[config.mk]
export PLATFORM = sky130hd
export DESIGN_NAME = sr_latch_arbiter
export DESIGN_NICKNAME = d
export VERILOG_FILES = /design/src/rtl/sr_latch_arbiter.sv
export SDC_FILE = /design/constraint.sdc
export NUM_CORES = 1
export LEC_CHECK = 0
export CORE_MARGIN = 2
export CORE_UTILIZATION = 43
export DETAILED_ROUTE_END_ITERATION = 12
export PLACE_DENSITY = 0.8
export SLEW_MARGIN = 20
export SYNTH_ARGS = -nofsm -noshare
export SYNTH_HDL_FRONTEND = slang
export SYNTH_SLANG_ARGS = --single-unit
[constraint.sdc]
create_clock -name clk -period 2.05 [get_ports clk]
set_input_delay 0.41 -clock clk [delete_from_list [all_inputs] [get_ports clk]]
set_output_delay 0.41 -clock clk [all_outputs]
set_load 0.01 [all_outputs]
[src/rtl/sr_latch_arbiter.sv]
`default_nettype none
// ============================================================================
// Module   : sr_latch_arbiter
// Brief    : Round-robin sharing of one gated SR latch, driven through a
//            setup/pulse/hold sequence. Optional Q readback check is built
//            when SR_LATCH_ARB_READBACK_EN is defined.
// Revision : 1.0 - initial release
// ============================================================================
module sr_latch_arbiter #(
    parameter int N_REQ     = 4,
    parameter int PULSE_CYC = 2
) (
    input  logic             clk,
    input  logic             rst,
    input  logic [N_REQ-1:0] req,
    input  logic [N_REQ-1:0] cmd_s,
    input  logic [N_REQ-1:0] cmd_r,
    output logic [N_REQ-1:0] gnt,
    output logic [N_REQ-1:0] nack,
    output logic             busy,
    output logic             latch_en,
    output logic             latch_s,
    output logic             latch_r,
    input  logic             latch_q,
    output logic             err
);

    localparam int c_ptr_w = (N_REQ > 1) ? $clog2(N_REQ) : 1;
    localparam int c_cnt_w = $clog2(PULSE_CYC + 1);

    localparam logic [1:0] c_st_idle  = 2'd0;
    localparam logic [1:0] c_st_setup = 2'd1;
    localparam logic [1:0] c_st_pulse = 2'd2;
    localparam logic [1:0] c_st_hold  = 2'd3;

    localparam logic [c_ptr_w:0]   c_n_req   = (c_ptr_w + 1)'(N_REQ);
    localparam logic [c_ptr_w-1:0] c_last    = c_ptr_w'(N_REQ - 1);
    localparam logic [c_cnt_w-1:0] c_cnt_ld  = c_cnt_w'(PULSE_CYC - 1);
    localparam logic [N_REQ-1:0]   c_one_hot = {{(N_REQ-1){1'b0}}, 1'b1};

    logic [1:0]         r_state;
    logic [c_ptr_w-1:0] r_ptr;
    logic [c_ptr_w-1:0] r_idx;
    logic [c_cnt_w-1:0] r_cnt;
    logic [N_REQ-1:0]   r_gnt;
    logic [N_REQ-1:0]   r_nack;
    logic               r_busy;
    logic               r_latch_en;
    logic               r_latch_s;
    logic               r_latch_r;

    logic               w_found;
    logic [c_ptr_w-1:0] w_win;
    logic [c_ptr_w:0]   w_sum;
    logic               w_legal;
    logic [c_ptr_w-1:0] w_ptr_next;

    // Rotating search starting at r_ptr; first requester found wins.
    always_comb begin
        w_found = 1'b0;
        w_win   = '0;
        w_sum   = '0;
        for (int i = 0; i < N_REQ; i++) begin
            w_sum = {1'b0, r_ptr} + (c_ptr_w + 1)'(i);
            if (w_sum >= c_n_req) begin
                w_sum = w_sum - c_n_req;
            end
            if (!w_found && req[w_sum[c_ptr_w-1:0]]) begin
                w_found = 1'b1;
                w_win   = w_sum[c_ptr_w-1:0];
            end
        end
    end

    assign w_legal    = cmd_s[w_win] ^ cmd_r[w_win];
    assign w_ptr_next = (w_win == c_last) ? '0 : w_win + 1'b1;

    always_ff @(posedge clk) begin
        if (rst) begin
            r_state    <= c_st_idle;
            r_ptr      <= '0;
            r_idx      <= '0;
            r_cnt      <= '0;
            r_gnt      <= '0;
            r_nack     <= '0;
            r_busy     <= 1'b0;
            r_latch_en <= 1'b0;
            r_latch_s  <= 1'b0;
            r_latch_r  <= 1'b0;
        end else begin
            r_gnt  <= '0;
            r_nack <= '0;
            case (r_state)
                c_st_idle: begin
                    if (w_found) begin
                        r_ptr <= w_ptr_next;
                        if (w_legal) begin
                            r_state   <= c_st_setup;
                            r_idx     <= w_win;
                            r_busy    <= 1'b1;
                            r_latch_s <= cmd_s[w_win];
                            r_latch_r <= cmd_r[w_win];
                        end else begin
                            r_nack <= c_one_hot << w_win;
                        end
                    end
                end
                c_st_setup: begin
                    r_state    <= c_st_pulse;
                    r_latch_en <= 1'b1;
                    r_cnt      <= c_cnt_ld;
                end
                c_st_pulse: begin
                    if (r_cnt == '0) begin
                        r_state    <= c_st_hold;
                        r_latch_en <= 1'b0;
                        r_gnt      <= c_one_hot << r_idx;
                    end else begin
                        r_cnt <= r_cnt - 1'b1;
                    end
                end
                c_st_hold: begin
                    r_state   <= c_st_idle;
                    r_busy    <= 1'b0;
                    r_latch_s <= 1'b0;
                    r_latch_r <= 1'b0;
                end
                default: begin
                    r_state <= c_st_idle;
                end
            endcase
        end
    end

    assign gnt      = r_gnt;
    assign nack     = r_nack;
    assign busy     = r_busy;
    assign latch_en = r_latch_en;
    assign latch_s  = r_latch_s;
    assign latch_r  = r_latch_r;

`ifdef SR_LATCH_ARB_READBACK_EN
    logic r_err;

    // Q is sampled on the edge that enters HOLD so the flag is visible in HOLD.
    always_ff @(posedge clk) begin
        if (rst) begin
            r_err <= 1'b0;
        end else if (r_state == c_st_pulse && r_cnt == '0 && latch_q != r_latch_s) begin
            r_err <= 1'b1;
        end
    end

    assign err = r_err;
`else
    logic w_unused_q;
    assign w_unused_q = latch_q;
    assign err        = 1'b0;
`endif

endmodule
`default_nettype wire

---- Word level (Yosys, flattened, before mapping) ----
Index checks and enable logic that the tools add are counted.
storage, ports and cells
  input bits .............................. 15
  flip-flop bits (word level) ............. 20
  logic and storage cells ................. 103
operators by class
  bitwise gates (word level) .............. 5
  add/subtract/negate cells ............... 9
  reduce and logical (&&, ||, !) cells .... 18
  $lt $le $gt $ge ......................... 9
  shift-type cells ........................ 2
  mux-type cells .......................... 42
  equal/unequal tests ..................... 8
operators with widths
  kind                                                                    count
  2-bit 2-to-1 mux                                                        13
  1-bit 2-to-1 mux                                                        17
  2-bit by 3-bit < comparator with 1-bit output (second input constant)   5
  1-bit binary-select mux with 2-bit select                               6
  2-bit by 1-bit subtractor with 2-bit output (second input constant)     5
  3-bit >= comparator (second input constant)                             3
  3-bit AND reduction                                                     3
  2-bit != test (second input constant)                                   4
  1-bit case mux with 2 select lines                                      4
  2-bit case mux with 4 select lines                                      1
  1-bit by 2-bit << shifter with 4-bit output (first input constant)      2
  2-bit by 2-bit adder with 3-bit output (second input constant)          2
  2-bit equality test (second input constant)                             3
  2-bit AND reduction                                                     3
  2-bit logical NOT                                                       2
  1-bit NOT                                                               4
  2-bit case mux with 2 select lines                                      1
  2-bit nonzero test                                                      2
  4-bit OR reduction                                                      1
  2-bit by 1-bit adder with 3-bit output (second input constant)          1
  2-bit by 3-bit >= comparator with 1-bit output (second input constant)  1
  1-bit logical AND                                                       3
  1-bit logical NOT                                                       3
  3-bit OR reduction                                                      1
  other kinds (3)                                                         3

---- Longest topological paths before layout ----
Gate-level depths: netlist (run 1).
  depth in word-level cells ............... 20
  depth in mapped cells ................... 7

---- Least setup slack after synthesis (run 1) ----
Ideal clock, no wire load.
  path kind ............................... input port to flip-flop
  start point ............................. input port req[2]
  end point ............................... register r_idx[1]
  library setup time ...................... 121 ps
  buffers on the path ..................... 1
  path slack .............................. 49 ps
  stages on the path ...................... 7
  arrival ................................. 1880 ps
  required time ........................... 1929 ps
  path through ............................ nor2b_4 -> and2b_1 -> nor3_2 -> buf_4 -> mux2_4 -> and3_4 -> mux2_4
between the ends
  longest elaborated chain between the ends .. 16
  elaborated cells between the ends (all ways) .. 28
ends and longest elaborated chain
  what                                       RTL line  source
  start, declared                            15        input logic [N_REQ-1:0] req,
  1-bit binary-select mux with 2-bit select  68        if (!w_found && req[w_sum[c_ptr_w-1:0]]) begin
  1-bit 2-to-1 mux (not written as such)     68
  1-bit 2-to-1 mux                           68
  1-bit logical NOT                          68
  1-bit logical AND                          68
  1-bit 2-to-1 mux                           68
  1-bit logical NOT                          68
  1-bit logical AND                          68
  1-bit 2-to-1 mux                           68
  1-bit logical NOT                          68
  1-bit logical AND                          68
  2-bit 2-to-1 mux                           68
  1-bit binary-select mux with 2-bit select  75        assign w_legal = cmd_s[w_win] ^ cmd_r[w_win];
  1-bit 2-to-1 mux (not written as such)     75
  1-bit XOR                                  75
  3-bit AND reduction (no line)              n/a
  end signal, assigned                       99        r_idx <= w_win;
  end, declared                              43        logic [c_ptr_w-1:0] r_idx;
Several ways; a longest one is shown, not always the timed one. The select of a mux whose other input is x is not followed.
A chain may end at the register's enable or synchronous reset.

---- Worst setup path in the final report (run 1) ----
  start point ............................. register r_ptr[1]
  end point ............................... register r_idx[1]
between the ends
  longest elaborated chain between the ends .. 18
  elaborated cells between the ends (all ways) .. 43
ends and longest elaborated chain
  what                                                                             RTL line  source
  start, declared                                                                  42        logic [c_ptr_w-1:0] r_ptr;
  start signal, assigned                                                           96        r_ptr <= w_ptr_next;
  branches (longest 18 deep; another with 2-bit by 1-bit adder with 3-bit output)  n/a
Parallel ways; which one is timed is not known. The select of a mux whose other input is x is not followed.

==> results of run 1 <==
[critical path, stage by stage (launching register included)]
cell	delay (ns)
dfxtp_1	0.46
mux2i_1	0.23
nor2_1	0.10
nor3_4	0.28
mux2_4	0.33
and3_4	0.20
mux2_4	0.29
[synth_stat cells, types with 2 or more instances]
master | instances | share of area
a211oi_1 | 2 | 0.013
a21oi_1 | 6 | 0.026
a31o_2 | 2 | 0.015
a31oi_1 | 2 | 0.011
and3_1 | 2 | 0.011
buf_4 | 2 | 0.013
clkbuf_1 | 3 | 0.0099
dfxtp_1 | 20 | 0.35
ha_1 | 5 | 0.055
inv_1 | 7 | 0.023
mux2_4 | 3 | 0.040
mux2i_1 | 8 | 0.071
nand2_1 | 9 | 0.030
nand2b_1 | 3 | 0.017
nand3_1 | 4 | 0.018
nand4_1 | 2 | 0.011
nor2_1 | 19 | 0.063
nor2b_1 | 2 | 0.011
nor4_1 | 2 | 0.011
o21ai_0 | 2 | 0.0088
o21ai_1 | 2 | 0.0088
xnor2_1 | 5 | 0.039
[placed cells by master (no fill, tap or decap), types with 3 or more instances in the layout]
cell type        instances
nand3_1                  4
a21oi_1                  6
nand2b_1                 3
mux2_4                   3
dfxtp_1                 20
xnor2_1                  5
ha_1                     5
clkdlybuf4s50_1         22
nand2_1                  9
inv_1                    7
mux2i_1                  8
clkbuf_4                 3
nor2_1                  19
buf_4                   14
[per-layer routing]
metal  vias to the layer above  global-route usage
met5                         -                   0
met4                         0               0.118
met3                         8              0.0422
met2                        38               0.335
met1                       540               0.184
li1                        534                   -
[power groups by stage]
stage / clock network (W) / registers [W] / logic, W
floorplan: 0 / 0.000592 / 0.000609
global placement: 0 / 0.000578 / 0.000921
detailed placement: 0 / 0.000588 / 0.000965
CTS: 0.000192 / 0.000579 / 0.000988
global route: 0.000208 / 0.000594 / 0.00109
finish: 0.000187 / 0.000580 / 0.00100
[worst max-delay path by stage]
| stage | startpoint | to | cells after the start |
|---|---|---|---|
| floorplan | req[2] | r_idx[1] | 7 |
| global placement | req[2] | r_idx[1] | 7 |
| detailed placement | req[2] | r_idx[1] | 7 |
| CTS | req[1] | r_idx[1] | 7 |
| global route | r_ptr[1] | r_idx[1] | 6 |
| finish | r_ptr[1] | r_idx[1] | 6 |
[what timing repair did]
item	CTS	global route
gates resized for setup	3	4
setup endpoints to repair	4	4
pin swaps	0	2
[per-stage QoR]
stage          TNS (ns)  cells  hold WS (ns)  instance area (µm²)  worst slack (ns)
6_report              0    199         0.465                 1560            0.0569
5_1_grt               0    199         0.480                 1560           0.00189
4_1_cts               0    199         0.455                 1550           0.00548
3_5_place_dp      -2.92    196         0.438                 1510            -0.424
3_3_place_gp      -2.46    196         0.434                 1510            -0.375
2_1_floorplan         0    131         0.415                 1130            0.0486
[cell families after synthesis]
family,after synthesis
AND/OR/NAND/NOR,54
AO/OA/AOI/OAI,23
flip-flops,20
buffers and inverters,12
multiplexers,11
adder cells (fa/ha/maj),5
XOR/XNOR,5
other,1
[cell type report]
type / instances / area, µm² / area share
Timing Repair Buffer: 40 / 370 / 0.238
Sequential cell: 20 / 400 / 0.257
Clock buffer: 3 / 22.5 / 0.0144
Multi-Input combinational cell: 99 / 702 / 0.450
Tap cell: 30 / 37.5 / 0.0241
Inverter: 7 / 26.3 / 0.0169
[registers in the layout (all words and copies together), names as in the netlist]
register	flops
latch_r	1
r_ptr	2
latch_en	1
r_cnt	2
r_idx	2
r_state	2
nack	4
gnt	4
latch_s	1
busy	1
==> results.json, run 1 <==
{
  "status": "complete, no violations",
  "synth_edf_count": 0,
  "finalCritPeriodShare": 0.972,
  "cts_max_level": 1,
  "track_usage": 0.184,
  "synth-xor-area-share": 0.0386,
  "switchingPower_w": 0.000701,
  "skew_ns": 0.00805,
  "nFillCells": 221,
  "critPathRequiredTime_ns": 2.26,
  "drt-met1-wl_mm": 1.10,
  "cap_violations": 0,
  "min-delay-start": "r_idx[1]",
  "drt-pass1-iter-count": 4,
  "grt_overflow_total": 0,
  "power.total_w": 0.00177,
  "arrival_ns": 2.20,
  "setup_viol_count_final": 0,
  "fmax_ghz": 0.502,
  "grt_pass1_wl_mm": 4.44,
  "hpwl_mm": 2.11,
  "yosys_warnings": 0,
  "synth_fp_nets": 151,
  "diodes": 0,
  "ant_nets": 0,
  "synthAdderAreaFrac": 0.0552,
  "syn_to_final_growth_pct": 37.5,
  "clock_path_buffers": 2,
  "p_seq_frac": 0.328,
  "synth-simple-area-share": 0.251,
  "finalHoldViolations": 0,
  "reg2reg_setup_slack_ns": 0.06,
  "gp_congestion": 0.809,
  "synth.distinct_cells": 41,
  "cts_setup_buffers": 0,
  "clk_pin_slew_worst_paths_ns": 0.11,
  "cts_buffers": 3,
  "met2_length_mm": 1.36,
  "drt_iter0_drc": 16,
  "fin_nets": 191,
  "drive_above_1_share": 0.178,
  "hp-class": "reg -> reg",
  "synthMuxAreaShare": 0.110,
  "viasPerCell": 5.63,
  "cts_sinks": 20,
  "synth_top_family_by_area": "simple AND/OR/NAND/NOR gates",
  "wl_per_cell_um": 13.4,
  "routed_wl_mm": 2.66,
  "period_needed_ns": 1.99,
  "io_buffers": 25,
  "die_x_um": 55.3,
  "ir_worst_vdd_uv": 616,
  "netlist_instances": 131,
  "cts.hold.buffers_added": 0,
  "dr.max_layer_used": "met4",
  "min_path_cells": 1,
  "syn_avg_cell_area_um2": 8.65,
  "pin_count": 28,
  "switching_share": 0.396,
  "grt_max_degree": 11,
  "clkPwrFrac": 0.106,
  "power_per_cell_area_mw_per_mm2": 1130,
  "slew_viol_final": 0,
  "drcViolationCount": 0,
  "synth_compound_area_frac": 0.142,
  "reg2reg_to": "r_idx[1]",
  "antenna_found_initial": 0,
  "cp_max_fo": 6,
  "rows": 18,
  "start_util": 0.458,
  "syn_area_mm2": 0.00113,
  "core_area_mm2": 0.00248,
  "synth_seq_area_share": 0.353,
  "synthArstFlopShare": 0,
  "grt_setup_unrepaired": "false",
  "power_frac_comb": 0.566,
  "cts_tree": "done",
  "p_leak_nw": 0.666,
  "holdPathEnd": "gnt[0]",
  "route.vias.total": 1120,
  "p_int_w": 0.00107,
  "critPathKind": "reg -> reg",
  "dr_wl_met3_um": 104,
  "first_global_vias": 1098,
  "r2r-start": "r_ptr[1]",
  "r2r_cells": 6,
  "end_kind": "flip-flop",
  "ys_seq_elements": 20,
  "cp-start-kind": "flip-flop",
  "die_h_um": 55.3,
  "fin_util": 0.629,
  "synth_ff_type": "dfxtp_1",
  "clock_latency_ns": 0.30,
  "die_area_mm2": 0.00306,
  "root_buffer": "clkbuf_4"
}
No activity file was read; power rests on OpenSTA's default activity.
==> run 2: changes to the inputs <==
==> constraint.sdc (replaced) <==
create_clock -name clk -period 2.05 [get_ports clk]
set_input_delay 0.205 -clock clk [delete_from_list [all_inputs] [get_ports clk]]
set_output_delay 0.205 -clock clk [all_outputs]
set_load 0.01 [all_outputs]
==> run 2 against run 1 <==
Compared with the run above: sequential share of layout area up 0.56 points; count of clock-buffer cells in the layout up 1; combinational power down 5%; register-to-register slack better by 0.09 ns; sequential power about the same; critical path depth up 1; global-route usage down 1.7 points; core utilization down 1.2 points; largest power group unchanged.
==> results.json, run 2 (synthesis gave the netlist of run 1 again) <==
{
  "status": "complete, no violations",
  "nFillCells": 224,
  "hp-class": "reg -> reg",
  "die_x_um": 55.3,
  "power_per_cell_area_mw_per_mm2": 1150,
  "die_area_mm2": 0.00306,
  "cp_max_fo": 5,
  "cts_setup_buffers": 0,
  "worst_path_max_delay_cell": "clkdlybuf4s50_1",
  "clk_pin_slew_worst_paths_ns": 0.12,
  "clock_path_buffers": 2,
  "ir_worst_vdd_uv": 692,
  "grt_setup_unrepaired": "false",
  "holdPathEnd": "gnt[0]",
  "drt_iter0_drc": 13,
  "io_buffers": 25,
  "slew_viol_final": 0,
  "routed_wl_mm": 2.44,
  "cts_max_level": 1,
  "reg2reg_setup_slack_ns": 0.15,
  "setup_ws_ns": 0.0942,
  "setup_viol_count_final": 0,
  "fmax_ghz": 0.511,
  "dpl_cell_area_mm2": 0.00149,
  "ant_nets": 0,
  "critPathKind": "in -> reg",
  "die_h_um": 55.3,
  "finalCritPeriodShare": 0.954,
  "final_cell_mix": "clkdlybuf4s50_1 (25), nor2_1 (19), dfxtp_1 (19)",
  "period_needed_ns": 1.96,
  "gp_congestion": 0.809,
  "start_util": 0.458,
  "arrival_ns": 2.17,
  "cp-start-kind": "input port",
  "first_global_vias": 1028,
  "grt_pass1_wl_mm": 4.17,
  "root_buffer": "clkbuf_4",
  "finalHoldViolations": 0,
  "cts_buffers": 3,
  "core_area_mm2": 0.00248,
  "crit_chain": "clkdlybuf4s50_1, nor2b_4, and2b_1, nor3_2, mux2_4, and3_4, mux2_4",
  "grt_overflow_total": 0,
  "reg2reg_to": "r_idx[1]",
  "hpwl_mm": 2.02,
  "cts_tree": "done",
  "drt-pass1-iter-count": 4,
  "diodes": 0,
  "cap_violations": 0,
  "route.vias.total": 1045,
  "end_kind": "flip-flop",
  "worst_path_most_repeated_cell": "mux2_4",
  "critPathRequiredTime_ns": 2.27,
  "drcViolationCount": 0,
  "fin_nets": 189,
  "layout_commonest_cell": "clkdlybuf4s50_1",
  "track_usage": 0.167,
  "rows": 18,
  "finalInstanceArea_mm2": 0.00153,
  "cts_sinks": 20,
  "cts.hold.buffers_added": 0,
  "drive_above_1_share": 0.173,
  "wl_per_cell_um": 12.3,
  "skew_ns": 0.0152,
  "min-delay-start": "r_idx[1]",
  "max_stage_delay_ns": 0.49,
  "r2r-start": "r_ptr[1]",
  "r2r_cells": 6,
  "min_path_cells": 1,
  "p_leak_nw": 0.637,
  "syn_to_final_growth_pct": 35.0,
  "antenna_found_initial": 0,
  "pre_cts_ws_ns": -0.233,
  "grt_max_degree": 19,
  "pin_count": 28,
  "viasPerCell": 5.28,
  "clock_latency_ns": 0.31
}
[run 2: cell types whose count changed in the layout (fill, tap and decap cells not counted), sizes merged]
cell	change
dlymetal6s2s	-2
clkbuf	+1
clkdlybuf4s50	+3
buf	-2
dlygate4sd2	-1
[run 2: area by class of cell]
type	instances	area [µm²]	share of cell area
well taps	30	37.5	0.0245
clock buffers	4	36.3	0.0237
multi-input cells	99	681	0.445
inverters	7	26.3	0.0172
repair buffers	38	348	0.227
flip-flops and latches	20	402	0.262
[run 2: repair_timing]
action	4_1_cts	5_1_grt
resized for setup	0	1
endpoints found under the hold margin	0	0
setup endpoints to repair	0	4
[run 2: routing by layer]
| layer | global-route usage | up-vias | part of all wire |
|---|---|---|---|
| li1 | - | 534 | - |
| met1 | 0.186 | 482 | 0.44 |
| met2 | 0.310 | 25 | 0.51 |
| met3 | 0.0281 | 4 | 0.033 |
| met4 | 0.0697 | 0 | 0.016 |
| met5 | 0 | - | 0 |
[run 2: how the worst max path moves through the flow]
stage / cells after the start / start / to / slack [ns]
global placement: 7 / req[2] / r_idx[1] / -0.17
floorplan: 7 / r_ptr[1] / r_idx[1] / 0.08
detailed placement: 7 / req[2] / r_idx[1] / -0.23
CTS: 6 / r_ptr[1] / r_idx[1] / 0.06
finish: 7 / req[2] / r_idx[1] / 0.09
global route: 8 / req[2] / latch_s / 0.02
[run 2: power breakdown]
part           switching (W)  total, W  internal, W  leakage (nW)
sequential         0.0000846  0.000582     0.000497         0.164
clock               0.000124  0.000233     0.000109        0.0210
combinational       0.000468  0.000948     0.000481         0.452
total               0.000677   0.00176      0.00109         0.637
[run 2: worst max-delay path, delay by kind of cell]
family / cells / cell delay (ns)
AND/OR/NAND/NOR: 4 / 0.85
multiplexers: 2 / 0.63
buffers and inverters: 1 / 0.49
[run 2: per-stage QoR]
| step | total power [W] | TNS [ns] | hold slack, ns | instances | util |
|---|---|---|---|---|---|
| after global placement | 0.00149 | -0.527 | 0.434 | 194 | 0.603 |
| after global routing | 0.00189 | 0 | 0.501 | 198 | 0.618 |
| after detailed placement | 0.00153 | -0.920 | 0.437 | 194 | 0.603 |
| after floorplan | 0.00120 | 0 | 0.415 | 131 | - |
| final | 0.00176 | 0 | 0.474 | 198 | 0.618 |
| after CTS | 0.00177 | 0 | 0.469 | 198 | 0.617 |
==> run 3: changes to the inputs <==
- GPL_ROUTABILITY_DRIVEN: default -> 0
==> results of run 3 <==
The final DEF is identical to that of run 2; final timing and power are the same.
